**config.mk**
```make
export PLATFORM = sky130hd
export DESIGN_NAME = spike_rate_decoder
export DESIGN_NICKNAME = d
export VERILOG_FILES = /design/src/rtl/spike_rate_decoder.sv
export SDC_FILE = /design/constraint.sdc
export NUM_CORES = 1
export LEC_CHECK = 0
export ABC_AREA = 0
export ABC_CLOCK_PERIOD_IN_PS = 4800
export CORE_MARGIN = 1.5
export CORE_UTILIZATION = 55
export CTS_CLUSTER_DIAMETER = 120
export DETAILED_ROUTE_END_ITERATION = 12
export PLACE_DENSITY = 0.8
export SETUP_SLACK_MARGIN = 0.15
export SYNTH_ARGS = -nofsm -noshare
export SYNTH_HDL_FRONTEND = slang
export SYNTH_SLANG_ARGS = --single-unit
```
**constraint.sdc**
```tcl
create_clock -name clk -period 4.8 [get_ports clk]
set_input_delay 0.72 -clock clk [delete_from_list [all_inputs] [get_ports clk]]
set_output_delay 0.72 -clock clk [all_outputs]
set_load 0.02 [all_outputs]
```
**src/rtl/spike_rate_decoder.sv**
```systemverilog
// spike_rate_decoder
//
// Receiver end of the neuron spike interface. It turns the registered spike
// line from a neuron's comparator stage into one spike count per window of
// WINDOW clock cycles. Each completed count is placed in a one-entry
// valid/ready output buffer. If a window completes while that buffer still
// holds an unconsumed result, the new result is lost and flagged.
//
// Parameters:
//   WINDOW     window length in clock cycles (>= 2)
//   COUNT_W    width of the spike count / rate output
//   EDGE_MODE  1 = count rising edges of spike, 0 = count cycles with spike high
//
// Ports:
//   clk         in   system clock, all logic on posedge
//   clear       in   synchronous active-low reset
//   enable      in   decoding enable; low = idle, partial window discarded
//   spike       in   registered spike from the neuron comparator stage
//   rate_ready  in   downstream accepts rate this cycle
//   rate        out  spike count of the last completed window (unsigned)
//   rate_valid  out  rate holds an unconsumed result
//   rate_sat    out  buffered count saturated; qualified by rate_valid
//   drop        out  one-cycle pulse: window completed while buffer full

module spike_rate_decoder #(
  parameter int WINDOW    = 16,
  parameter int COUNT_W   = 8,
  parameter int EDGE_MODE = 1
) (
  input  logic               clk,
  input  logic               clear,
  input  logic               enable,
  input  logic               spike,
  input  logic               rate_ready,
  output logic [COUNT_W-1:0] rate,
  output logic               rate_valid,
  output logic               rate_sat,
  output logic               drop
);

  localparam int WIN_W = $clog2(WINDOW);
  localparam logic [WIN_W-1:0]   WIN_LAST  = WIN_W'(WINDOW - 1);
  localparam logic [COUNT_W-1:0] COUNT_MAX = '1;

  typedef enum logic {
    IDLE,
    COUNT
  } state_t;

  state_t             state;
  logic [WIN_W-1:0]   win_cnt;
  logic [COUNT_W-1:0] spk_cnt;
  logic               sat;
  logic               spike_d;

  logic               spk_event;
  logic               blocked;
  logic [COUNT_W-1:0] cnt_next;
  logic               sat_next;
  logic               win_last;

  // Count this cycle's event into the running total. Once the counter sits at
  // its maximum, further events are blocked and remembered in the sat flag,
  // so cnt_next/sat_next are also the final values on the last window cycle.
  always_comb begin
    spk_event = (EDGE_MODE != 0) ? (spike & ~spike_d) : spike;
    blocked   = spk_event && (spk_cnt == COUNT_MAX);
    cnt_next  = (spk_event && !blocked) ? spk_cnt + COUNT_W'(1) : spk_cnt;
    sat_next  = sat | blocked;
    win_last  = (win_cnt == WIN_LAST);
  end

  // Window FSM plus the one-entry output buffer. The consume is written before
  // the window-end load so a simultaneous consume and load keeps rate_valid high.
  always_ff @(posedge clk) begin
    if (!clear) begin
      state      <= IDLE;
      win_cnt    <= '0;
      spk_cnt    <= '0;
      sat        <= 1'b0;
      spike_d    <= 1'b0;
      rate       <= '0;
      rate_valid <= 1'b0;
      rate_sat   <= 1'b0;
      drop       <= 1'b0;
    end else begin
      spike_d <= spike;
      drop    <= 1'b0;

      if (rate_valid && rate_ready) begin
        rate_valid <= 1'b0;
      end

      case (state)
        IDLE: begin
          // The transition cycle itself is never counted.
          if (enable) begin
            state   <= COUNT;
            win_cnt <= '0;
            spk_cnt <= '0;
            sat     <= 1'b0;
          end
        end

        COUNT: begin
          if (!enable) begin
            // Abort: the partial window is thrown away, buffer untouched.
            state   <= IDLE;
            win_cnt <= '0;
            spk_cnt <= '0;
            sat     <= 1'b0;
          end else if (win_last) begin
            // Window end: restart immediately so windows run back to back.
            win_cnt <= '0;
            spk_cnt <= '0;
            sat     <= 1'b0;
            if (!rate_valid || rate_ready) begin
              rate       <= cnt_next;
              rate_sat   <= sat_next;
              rate_valid <= 1'b1;
            end else begin
              drop <= 1'b1;
            end
          end else begin
            win_cnt <= win_cnt + WIN_W'(1);
            spk_cnt <= cnt_next;
            sat     <= sat_next;
          end
        end

        default: state <= IDLE;
      endcase
    end
  end

endmodule

```
==> results of run 1 <==
cell type report:
cell class              instances  area, sq um
multi-input cells             105          653
fillers                       179          621
flip-flops and latches         26          520
repair buffers                 15          150
clock buffers                   4         36.3
well taps                      27         33.8
inverters                       2         7.51
worst max path at each step:
| stage | start | to |
|---|---|---|
| after global routing | enable | rate[5] |
| final | enable | rate[5] |
| after detailed placement | enable | rate[5] |
| after floorplan | spk_cnt[0] | spk_cnt[3] |
| after CTS | enable | rate[5] |
| after global placement | enable | rate[5] |
kinds of logic after synthesis:
family,count (synthesis),share of synthesized area
AOI/OAI and AO/OA,42,0.217
DFF,26,0.431
and+or+nand+nor,56,0.264
adders and majority gates,2,0.0207
buffers and inverters,7,0.0290
xor gates and xnor gates,3,0.0217
muxes,2,0.0166
flip-flops by register name, summed over array words and instances, names as in the netlist:
register / count
rate: 8
rate_sat: 1
state: 1
spike_d: 1
win_cnt: 4
drop: 1
rate_valid: 1
spk_cnt: 8
sat: 1
cell usage after synthesis (all sizes together) (2+ instances only):
| cell type | count | area share |
|---|---|---|
| a21boi | 4 | 0.025 |
| a31oi | 2 | 0.010 |
| nand3 | 10 | 0.041 |
| and2 | 4 | 0.021 |
| buf | 2 | 0.013 |
| nor3 | 3 | 0.017 |
| xnor2 | 2 | 0.014 |
| mux2i | 2 | 0.017 |
| ha | 2 | 0.021 |
| o22ai | 2 | 0.010 |
| clkbuf | 3 | 0.0093 |
| nor2b | 4 | 0.021 |
| nor3b | 2 | 0.012 |
| nand2 | 9 | 0.028 |
| a21oi | 13 | 0.057 |
| o21ai | 12 | 0.050 |
| nor2 | 9 | 0.028 |
| nand2b | 2 | 0.010 |
| inv | 2 | 0.0062 |
| dfxtp | 26 | 0.43 |
| nand4 | 2 | 0.010 |
| and3 | 4 | 0.021 |
| and4b | 2 | 0.017 |
metrics by stage:
| stage | power [mW] | instance area [sq um] | cells |
|---|---|---|---|
| 2_1_floorplan | 0.234 | 1210 | 138 |
| 3_3_place_gp | 0.240 | 1370 | 175 |
| 3_5_place_dp | 0.240 | 1370 | 175 |
| 4_1_cts | 0.348 | 1400 | 179 |
| 5_1_grt | 0.358 | 1400 | 179 |
| 6_report | 0.349 | 1400 | 179 |
report_power, final:
group / switching [mW] / total, mW / internal [mW]
Combinational: 0.0104 / 0.0177 / 0.00732
Clock: 0.0665 / 0.113 / 0.0465
Sequential: 0.00130 / 0.219 / 0.217
Total: 0.0781 / 0.349 / 0.271
critical path: cells and delay by family:
kind | cells | cell delay (ps)
AOI/OAI and AO/OA | 1 | 70
and+or+nand+nor | 3 | 1150
buffers and inverters | 1 | 510
metal layers:
layer | wire [um] | global-route usage | part of all wire | up-vias
met5 | 0 | 0 | 0 | -
met4 | 55 | 0.106 | 0.022 | 0
met3 | 64 | 0.0364 | 0.026 | 8
met2 | 1090 | 0.360 | 0.44 | 29
met1 | 1250 | 0.296 | 0.51 | 490
li1 | - | - | - | 535
==> impl_metrics.json, run 1 <==
{
  "outcome": "finished, final reports clean",
  "cts_resized": 0,
  "final_util": 0.693,
  "ys_warn_count": 0,
  "diodes": 0,
  "max_freq_ghz": 0.439,
  "drive_gt1_frac": 0.0526,
  "worstSetupStartpointType": "input pin",
  "dpl_worst_slack_ps": 2170,
  "grt_max_degree": 25,
  "grt_first_pass_wirelength_um": 4310,
  "finalSetupTns_ps": 0,
  "clk_latency_ps": 330,
  "critPathMaxFanout": 19,
  "critical-path-max-stage-delay_ps": 740,
  "postCtsSetupBuffers": 0,
  "min_to": "rate[6]",
  "drv_cap": 0,
  "cpMaxStageDelayCell": "nor3_2",
  "drt_iter0_markers": 31,
  "io_buffers": 15,
  "whs_ps": 479,
  "worstPathCellList": "clkdlybuf4s50_1 > nand2_1 > nor3_2 > nor3b_1 > a311oi_1",
  "r2r-start": "win_cnt[0]",
  "first_pass_iters": 4,
  "ff2ff_setup_slack_ps": 2720,
  "syn-num-nets": 145,
  "fp.dieW_um": 49.9,
  "critPathArrivalTime_ps": 2460,
  "yosysUniqueCellTypes": 42,
  "path_clk_slew_ps": 140,
  "place.gp.congestion": 0.874,
  "required_ps": 4980,
  "cts_buffers": 3,
  "finalWirelength_um": 2460,
  "setup_slack_ps": 2520,
  "finalCriticalPeriod_ps": 2280,
  "area_delta_synth_final_pct": 15.9,
  "htreeDepth": 1,
  "setup_viol": 0,
  "via_per_inst": 5.93,
  "drc": 0,
  "vias": 1062,
  "slew_headroom": 0.407,
  "hold_path.class": "flop to flop",
  "grt_overflow": 0,
  "power.leakage_nw": 0.487,
  "io_pins": 16,
  "cts-root-buf": "clkbuf_4",
  "r2r-end": "rate[5]",
  "die_y_um": 49.9,
  "period_share": 0.475,
  "tritoncts": "done",
  "netlist_instances": 138,
  "ys_ff_latch": 26,
  "hold_viol": 0,
  "postRouteAntennaNets": 0,
  "ir_worst_vdd_v": 0.000164,
  "rsz0062_at_grt": "no",
  "criticalPathCategory": "input pin to flop",
  "synth_edf_count": 0,
  "hp-start": "rate[6]",
  "antenna_found_initial": 0,
  "dp_hpwl_um": 1670,
  "fin_skew_ps": 3.59,
  "final_common_cell": "dfxtp_1",
  "rr_worst_depth": 5,
  "row_count": 16,
  "die_area_sq_um": 2490,
  "start_util": 0.598,
  "clock-sinks": 26,
  "power_density_nw_per_um2": 249,
  "nets": 160,
  "cts_hold_buf": 0,
  "drt-wirelength-per-cell_um": 13.7,
  "async_flop_share": 0,
  "syn_avg_cell_area_sq_um": 8.76,
  "grt_usage": 0.225,
  "holdPathStages": 2,
  "tightest_slew_ps": 885,
  "yosysSeqAreaShare": 0.431,
  "slew_viol_final": 0,
  "synth_ff_type": "dfxtp_1",
  "fp.coreArea_sq_um": 2020,
  "endpoint_kind": "flop",
  "layout_common_cells": "dfxtp_1 (26), clkdlybuf4s50_1 (15), a21oi_1 (12)",
  "grt_pass1_vias": 977,
  "clk_path_buf_depth": 2,
  "syn_area_sq_um": 1210
}
Note: power is estimated with default switching activity, not from simulation.
==> run 2, diff against run 1 <==
Settings changed: ABC_CLOCK_PERIOD_IN_PS 4800 to 1900, CORE_UTILIZATION 55 to 48, PLACE_DENSITY 0.8 to 0.74.
Clock period 4.8 ns to 1.9 ns, I/O delays scaled along.
==> impl_metrics.json, run 2 (synthesis results as in run 1) <==
{
  "layout_common_cells": "dfxtp_1 (24), clkdlybuf4s50_1 (15), a21oi_1 (12)",
  "endpoint_kind": "flop",
  "slew_headroom": 0.658,
  "place_area_sq_um": 1410,
  "switching_share": 0.219,
  "final_util": 0.606,
  "drv_cap": 0,
  "intPower_uw": 686,
  "grt_max_degree": 15,
  "grt_overflow": 0,
  "drive_gt1_frac": 0.126,
  "outcome": "finished, final reports clean",
  "required_ps": 2180,
  "finalSetupTns_ps": 0,
  "worstSetupStartpointType": "flop",
  "setup_viol": 0,
  "critPathMaxFanout": 6,
  "drt_iter0_markers": 34,
  "tightest_slew_ps": 512,
  "ir_worst_vdd_v": 0.000387,
  "first_pass_iters": 4,
  "die_area_sq_um": 2830,
  "clk_path_buf_depth": 2,
  "final_cells": 189,
  "grt_first_pass_wirelength_um": 4490,
  "vias": 1091,
  "final_common_cell": "dfxtp_1",
  "io_pins": 16,
  "fin_skew_ps": 6.23,
  "critical-path-max-stage-delay_ps": 450,
  "io_buffers": 15,
  "grt_usage": 0.217,
  "power_density_nw_per_um2": 596,
  "postRouteAntennaNets": 0,
  "clk_latency_ps": 320,
  "start_util": 0.497,
  "p_comb_frac": 0.055,
  "criticalPathCategory": "flop to flop",
  "diodes": 0,
  "path_clk_slew_ps": 140,
  "grt_pass1_vias": 1037,
  "cts_buffers": 3,
  "drt-wirelength-per-cell_um": 13.8,
  "critPathArrivalTime_ps": 1990,
  "final_area_sq_um": 1480,
  "die_y_um": 53.2,
  "finalCriticalPeriod_ps": 1720,
  "p_seq_frac": 0.627,
  "place.gp.congestion": 0.939,
  "post-place-cells": 184,
  "drc": 0,
  "largestRegisters": "rate x8, spk_cnt x8, win_cnt x4",
  "htreeDepth": 1,
  "max_freq_ghz": 0.583,
  "rsz0062_at_grt": "yes",
  "antenna_found_initial": 0,
  "cpMaxStageDelayCell": "a2111o_1",
  "hold_viol": 0,
  "hold_path.class": "flop to flop",
  "power.leakage_nw": 0.528,
  "tritoncts": "done",
  "worstPathCellList": "ha_1 > and4_4 > a2111o_1 > or3_1 > nand3_1",
  "slew_viol_final": 0,
  "clockPowerShare": 0.317,
  "period_share": 0.903,
  "area_delta_synth_final_pct": 22.0,
  "dp_hpwl_um": 1930,
  "fp.coreArea_sq_um": 2430,
  "nets": 167,
  "row_count": 18,
  "clock-sinks": 26,
  "switchingPower_uw": 193,
  "worst-path-buf-inv": 0,
  "finalWirelength_um": 2610,
  "fp.dieW_um": 53.2,
  "cts_hold_buf": 0,
  "cts-root-buf": "clkbuf_4",
  "cp_top_family": "simple AND/OR/NAND/NOR gates",
  "via_per_inst": 5.77
}
## run 2: repair_timing
| action | CTS | global route |
|---|---|---|
| pin swaps | 0 | 2 |
| resized for setup | 1 | 6 |
| cloned | 0 | 0 |
| endpoints found under the setup margin | 1 | 7 |
| setup buffers | 0 | 1 |
## run 2: layer usage
metal / wire (um) / part of all wire / vias to the layer above / global-route usage
li1: - / - / 552 / -
met1: 1210 / 0.46 / 513 / 0.263
met2: 1300 / 0.50 / 21 / 0.388
met3: 66 / 0.025 / 5 / 0.0254
met4: 40 / 0.015 / 0 / 0.0812
met5: 0 / 0 / - / 0
## run 2: metrics by stage
step	setup WS, ps	hold slack [ps]	power, mW
2_1_floorplan	159	407	0.591
3_3_place_gp	108	458	0.611
3_5_place_dp	50.3	457	0.613
4_1_cts	161	479	0.889
5_1_grt	123	514	0.910
6_report	184	479	0.879
## run 2: power groups by stage
stage | logic [mW] | clock network (mW) | registers [mW]
after floorplan | 0.0278 | 0 | 0.563
after global placement | 0.0472 | 0 | 0.564
after detailed placement | 0.0487 | 0 | 0.564
after CTS | 0.0489 | 0.287 | 0.552
after global routing | 0.0542 | 0.304 | 0.552
final | 0.0486 | 0.279 | 0.551
## run 2: final cells by class
class	instances	area [sq um]
Inverter	2	7.51
Clock buffer	4	36.3
Fill cell	243	957
Tap cell	30	37.5
Sequential cell	26	526
Timing Repair Buffer	22	203
Multi-Input combinational cell	105	666
## run 2: worst paths after layout
check | slack, ps | cells after the start | to | startpoint
max reg2reg | 180 | 5 | spk_cnt[3] | spk_cnt[0]
min reg2reg | 480 | 2 | rate[6] | rate[6]
max | 180 | 5 | spk_cnt[3] | spk_cnt[0]
min | 480 | 2 | rate[6] | rate[6]
## run 2: tightest hold or removal path, stage by stage, from the launching register on
cell,delay (ps)
dfxtp_1,330
nand2_1,50
o22ai_1,60
==> run 3, diff against run 2 <==
Settings changed: SLEW_MARGIN from default to 0.
==> results of run 3 <==
Final layout, timing and power as in run 2 (identical DEF).
==> RTL edit 1, RTL diff (config.mk and constraints of run 2) <==
`EDGE_MODE`: 1 -> 0. Comments in the files are not updated.
--- a/src/rtl/spike_rate_decoder.sv
+++ b/src/rtl/spike_rate_decoder.sv
@@ -27,3 +27,3 @@
   parameter int COUNT_W   = 8,
-  parameter int EDGE_MODE = 1
+  parameter int EDGE_MODE = 0
 ) (
Formal check against the unedited RTL: no difference found for any inputs over 10 cycles, from zero or initial values; that may be too few to reach the edited logic, so the function may still have changed.
==> RTL edit 1 against run 2 <==
  * Sequential cell count down 1
  * Synthesized cell count down 0.72%
  * Worst setup slack better by 100 ps
  * Area after synthesis down 0.21%
  * Wire length down 2.2%
  * Design area up 0.25%
  * Worst hold slack better by 10 ps
  * Sequential share of layout area down 1.7 points
  * Die area down 0.19%
  * Count of clock-buffer cells in the layout down 1
  * Critical endpoint is now spk_cnt[6]
  * Largest cell class unchanged
Power is not compared: it rests on default switching activity, and its combinational part moved more than twofold at a synthesized area within 25%.
==> RTL edit 1: results <==
group,metric,value,unit
outcome,status,"completed",
synth,synth_cell_types,40,
setup_path,slowest_delay,500,ps
grt,grt_use_total,0.206,
setup_path,cp.arrival,1830,ps
placement,dpl_cell_area,1450,um^2
detailed_routing,met2_length,1150,um
power,vdd_drop_max,0.000488,V
grt,met3_usage,0.0452,
final_layout,final_cells,190,
synth,syn_nets,144,
detailed_routing,vias,1094,
cts,cts_buffers,3,
grt,use_met1,0.286,
grt,use_met2,0.329,
placement,dpl.hpwl,1900,um
setup_path,endpoint,"spk_cnt[6]",
grt,grt_max_degree,19,
setup_path,cp_max_fo,6,
grt,grt_pass1_vias,939,
final_layout,nNetsFinal,170,
worst_hold_path,hp-start,"rate[2]",
placement,place.gp.congestion,0.814,
setup_path,crit_start,"spk_cnt[1]",
synth,synth.yosys.seq_area_share,0.415,
final_layout,n_antenna_cell,0,
synth,yosysWarnings,0,
detailed_routing,drt_iter0_markers,60,
synth,synthTopCellsByArea,"dfxtp_1, a21oi_1, o21ai_0",
final_layout,area_delta_synth_final,22.6,%
placement,place_ws,25.1,ps
detailed_routing,wl_per_cell,13.4,um
cts,cts_resized,0,
detailed_routing,wl_met1,1280,um
detailed_routing,met3_length,108,um
final_layout,drive_gt1_frac,0.173,
setup_path,ff2ff_setup_slack,290,ps
final_layout,fillCellCount,196,
timing,fin_skew,11.1,ps
setup_path,cp_slowest_cell,"or4b_1",
synth,synth_top_cells_by_count,"dfxtp_1, a21oi_1, nor2_1",
timing,worst_pin_slew,493,ps
worst_hold_path,min_to,"rate[2]",
synth,syn_avg_cell_area,8.80,um^2
grt,grt_pass1_wl,4280,um
timing,holdWs,489,ps
RTL edit 1: cell types whose count changed after synthesis, moves of 3 or more:
cell,change
a21oi_1,+7
a21boi_0,-4
and3_1,-3
nor2_1,+3
RTL edit 1: cell type report:
cell class	count	area share
clock buffer	3	0.0152
clock inverter	1	0.00508
inverter	3	0.00761
multi-input combinational	104	0.452
sequential	25	0.339
tap	28	0.0237
timing repair buffer	26	0.157
RTL edit 1: kinds of logic (layout without fill, tap and decap cells):
group,after synthesis,count (layout),share of synthesized area
buffers and inverters,8,33,0.0332
DFF,25,25,0.415
muxes,1,1,0.00934
xor gates and xnor gates,4,4,0.0290
AOI/OAI and AO/OA,45,45,0.250
and+or+nand+nor,52,52,0.243
adders and majority gates,2,2,0.0207
RTL edit 1: power by group:
group | total (mW) | switching (mW) | internal [mW]
Clock | 0.238 | 0.157 | 0.0803
Sequential | 0.542 | 0.00768 | 0.535
Combinational | 0.106 | 0.0592 | 0.0472
==> RTL edit 2, RTL diff (flow settings as in run 2) <==
Made on the original files. Set the parameter `WINDOW` to 32 (it was 16).
--- a/src/rtl/spike_rate_decoder.sv
+++ b/src/rtl/spike_rate_decoder.sv
@@ -25,3 +25,3 @@
 module spike_rate_decoder #(
-  parameter int WINDOW    = 16,
+  parameter int WINDOW    = 32,
   parameter int COUNT_W   = 8,
Formal check against the unedited RTL: same outputs for any inputs over 10 cycles, from zero or initial values; that may be too few to reach the edited logic, so the function may still have changed.
==> RTL edit 2 against run 2 <==
  * Cell count grew 14%
  * Clock skew grew 3.8 ps
  * Die area grew 9.9%
  * Worst hold slack gained 3.7 ps
  * Design area grew 21%
  * Worst setup slack lost 17 ps
  * Sequential cell count grew 1
  * Total power grew 3.8%
  * Area after synthesis grew 10%
  * Non-clock buffer count grew 14
  * Wire length grew 27%
  * Critical endpoint is now spk_cnt[0]
  * Largest cell class unchanged
  * Largest power group unchanged
  * Highest routed layer unchanged
==> RTL edit 2: results <==
group,metric,value,unit
outcome,status,"completed",
final_layout,fillCellCount,186,
final_layout,top_regs,"rate (8), spk_cnt (8), win_cnt (5)",
setup_path,cp.arrival,1970,ps
power,vdd_drop_max,0.000396,V
synth,synth_cell_types,44,
grt,grt_max_degree,17,
placement,dpl_cell_area,1610,um^2
synth,yosys.area_share.adder,0.0281,
placement,post-place-cells,208,
synth,yosys-mux-area-fraction,0.0150,
detailed_routing,met3_length,137,um
power,power_leakage,0.620,nW
cts,cts_buffers,3,
worst_hold_path,hp-class,"flip-flop to flip-flop",
synth,async_flop_share,0,
power,p_comb_frac,0.084,
synth,syn_avg_cell_area,8.61,um^2
detailed_routing,met2_length,1580,um
detailed_routing,wl_per_cell,15.4,um
grt,use_met2,0.357,
setup_path,ff2ff_path_depth,7,
detailed_routing,top_layer_used,"met4",
detailed_routing,drt_iter0_markers,44,
detailed_routing,vias,1298,
grt,use_met1,0.249,
synth,synth_top_cells_by_count,"dfxtp_1, nand2_1, o21ai_0",
final_layout,nNetsFinal,195,
detailed_routing,via_per_inst,6.01,
placement,dpl.hpwl,2140,um
timing,fin_skew,9.99,ps
final_layout,drive_gt1_frac,0.253,
final_layout,area_delta_synth_final,34.1,%
grt,grt_pass1_vias,1243,
setup_path,cp_max_fo,7,
synth,synth_compound_area_frac,0.226,
synth,synth_xor_xnor_area_share,0.0197,
synth,synthTopCellsByArea,"dfxtp_1, nand2_1, o21ai_0",
placement,portBuffers,15,
placement,place_ws,-27.7,ps
power,pg_seq,573,uW
timing,relSlewSlack,0.722,
synth,syn_nets,163,
setup_path,slowest_delay,380,ps
floorplan,start_util,0.525,
detailed_routing,wl_met1,1510,um
power,switching_share,0.245,
placement,place.gp.congestion,0.904,
cts,cts_buffer_depth,2,
cts,clk_latency,340,ps
synth,synth.yosys.seq_area_share,0.405,
grt,grt_use_total,0.205,
grt,met3_usage,0.0279,
setup_path,cp_slowest_cell,"dfxtp_4",
cts,ctsHtreeMaxLevel,1,
power,intPower,688,uW
grt,grt_pass1_wl,5220,um
[RTL edit 2: final cells by class]
cell class	instances	area share
repair buffers	36	0.178
well taps	30	0.0210
inverters	2	0.00419
multi-input cells	117	0.476
flip-flops and latches	27	0.306
clock buffers	4	0.0147
[RTL edit 2: timing repair]
item | CTS | global route
endpoints found under the hold margin | 0 | 0
pin swaps | 1 | 13
buffers inserted | 1 | 3
gates resized for setup | 4 | 26
endpoints found under the setup margin | 12 | 20
[RTL edit 2: path summary, 6_finish.rpt]
check | start | end | slack [ps]
max | win_cnt[1] | spk_cnt[0] | 170
min | rate[4] | rate[4] | 480
max reg2reg | win_cnt[1] | spk_cnt[0] | 170
min reg2reg | rate[4] | rate[4] | 480
[RTL edit 2: cell families after synthesis]
kind of cell | count (synthesis)
compound gates | 42
simple gates | 67
fa+ha+maj | 3
mux | 2
buf+inv | 11
xor+xnor | 3
flops | 27
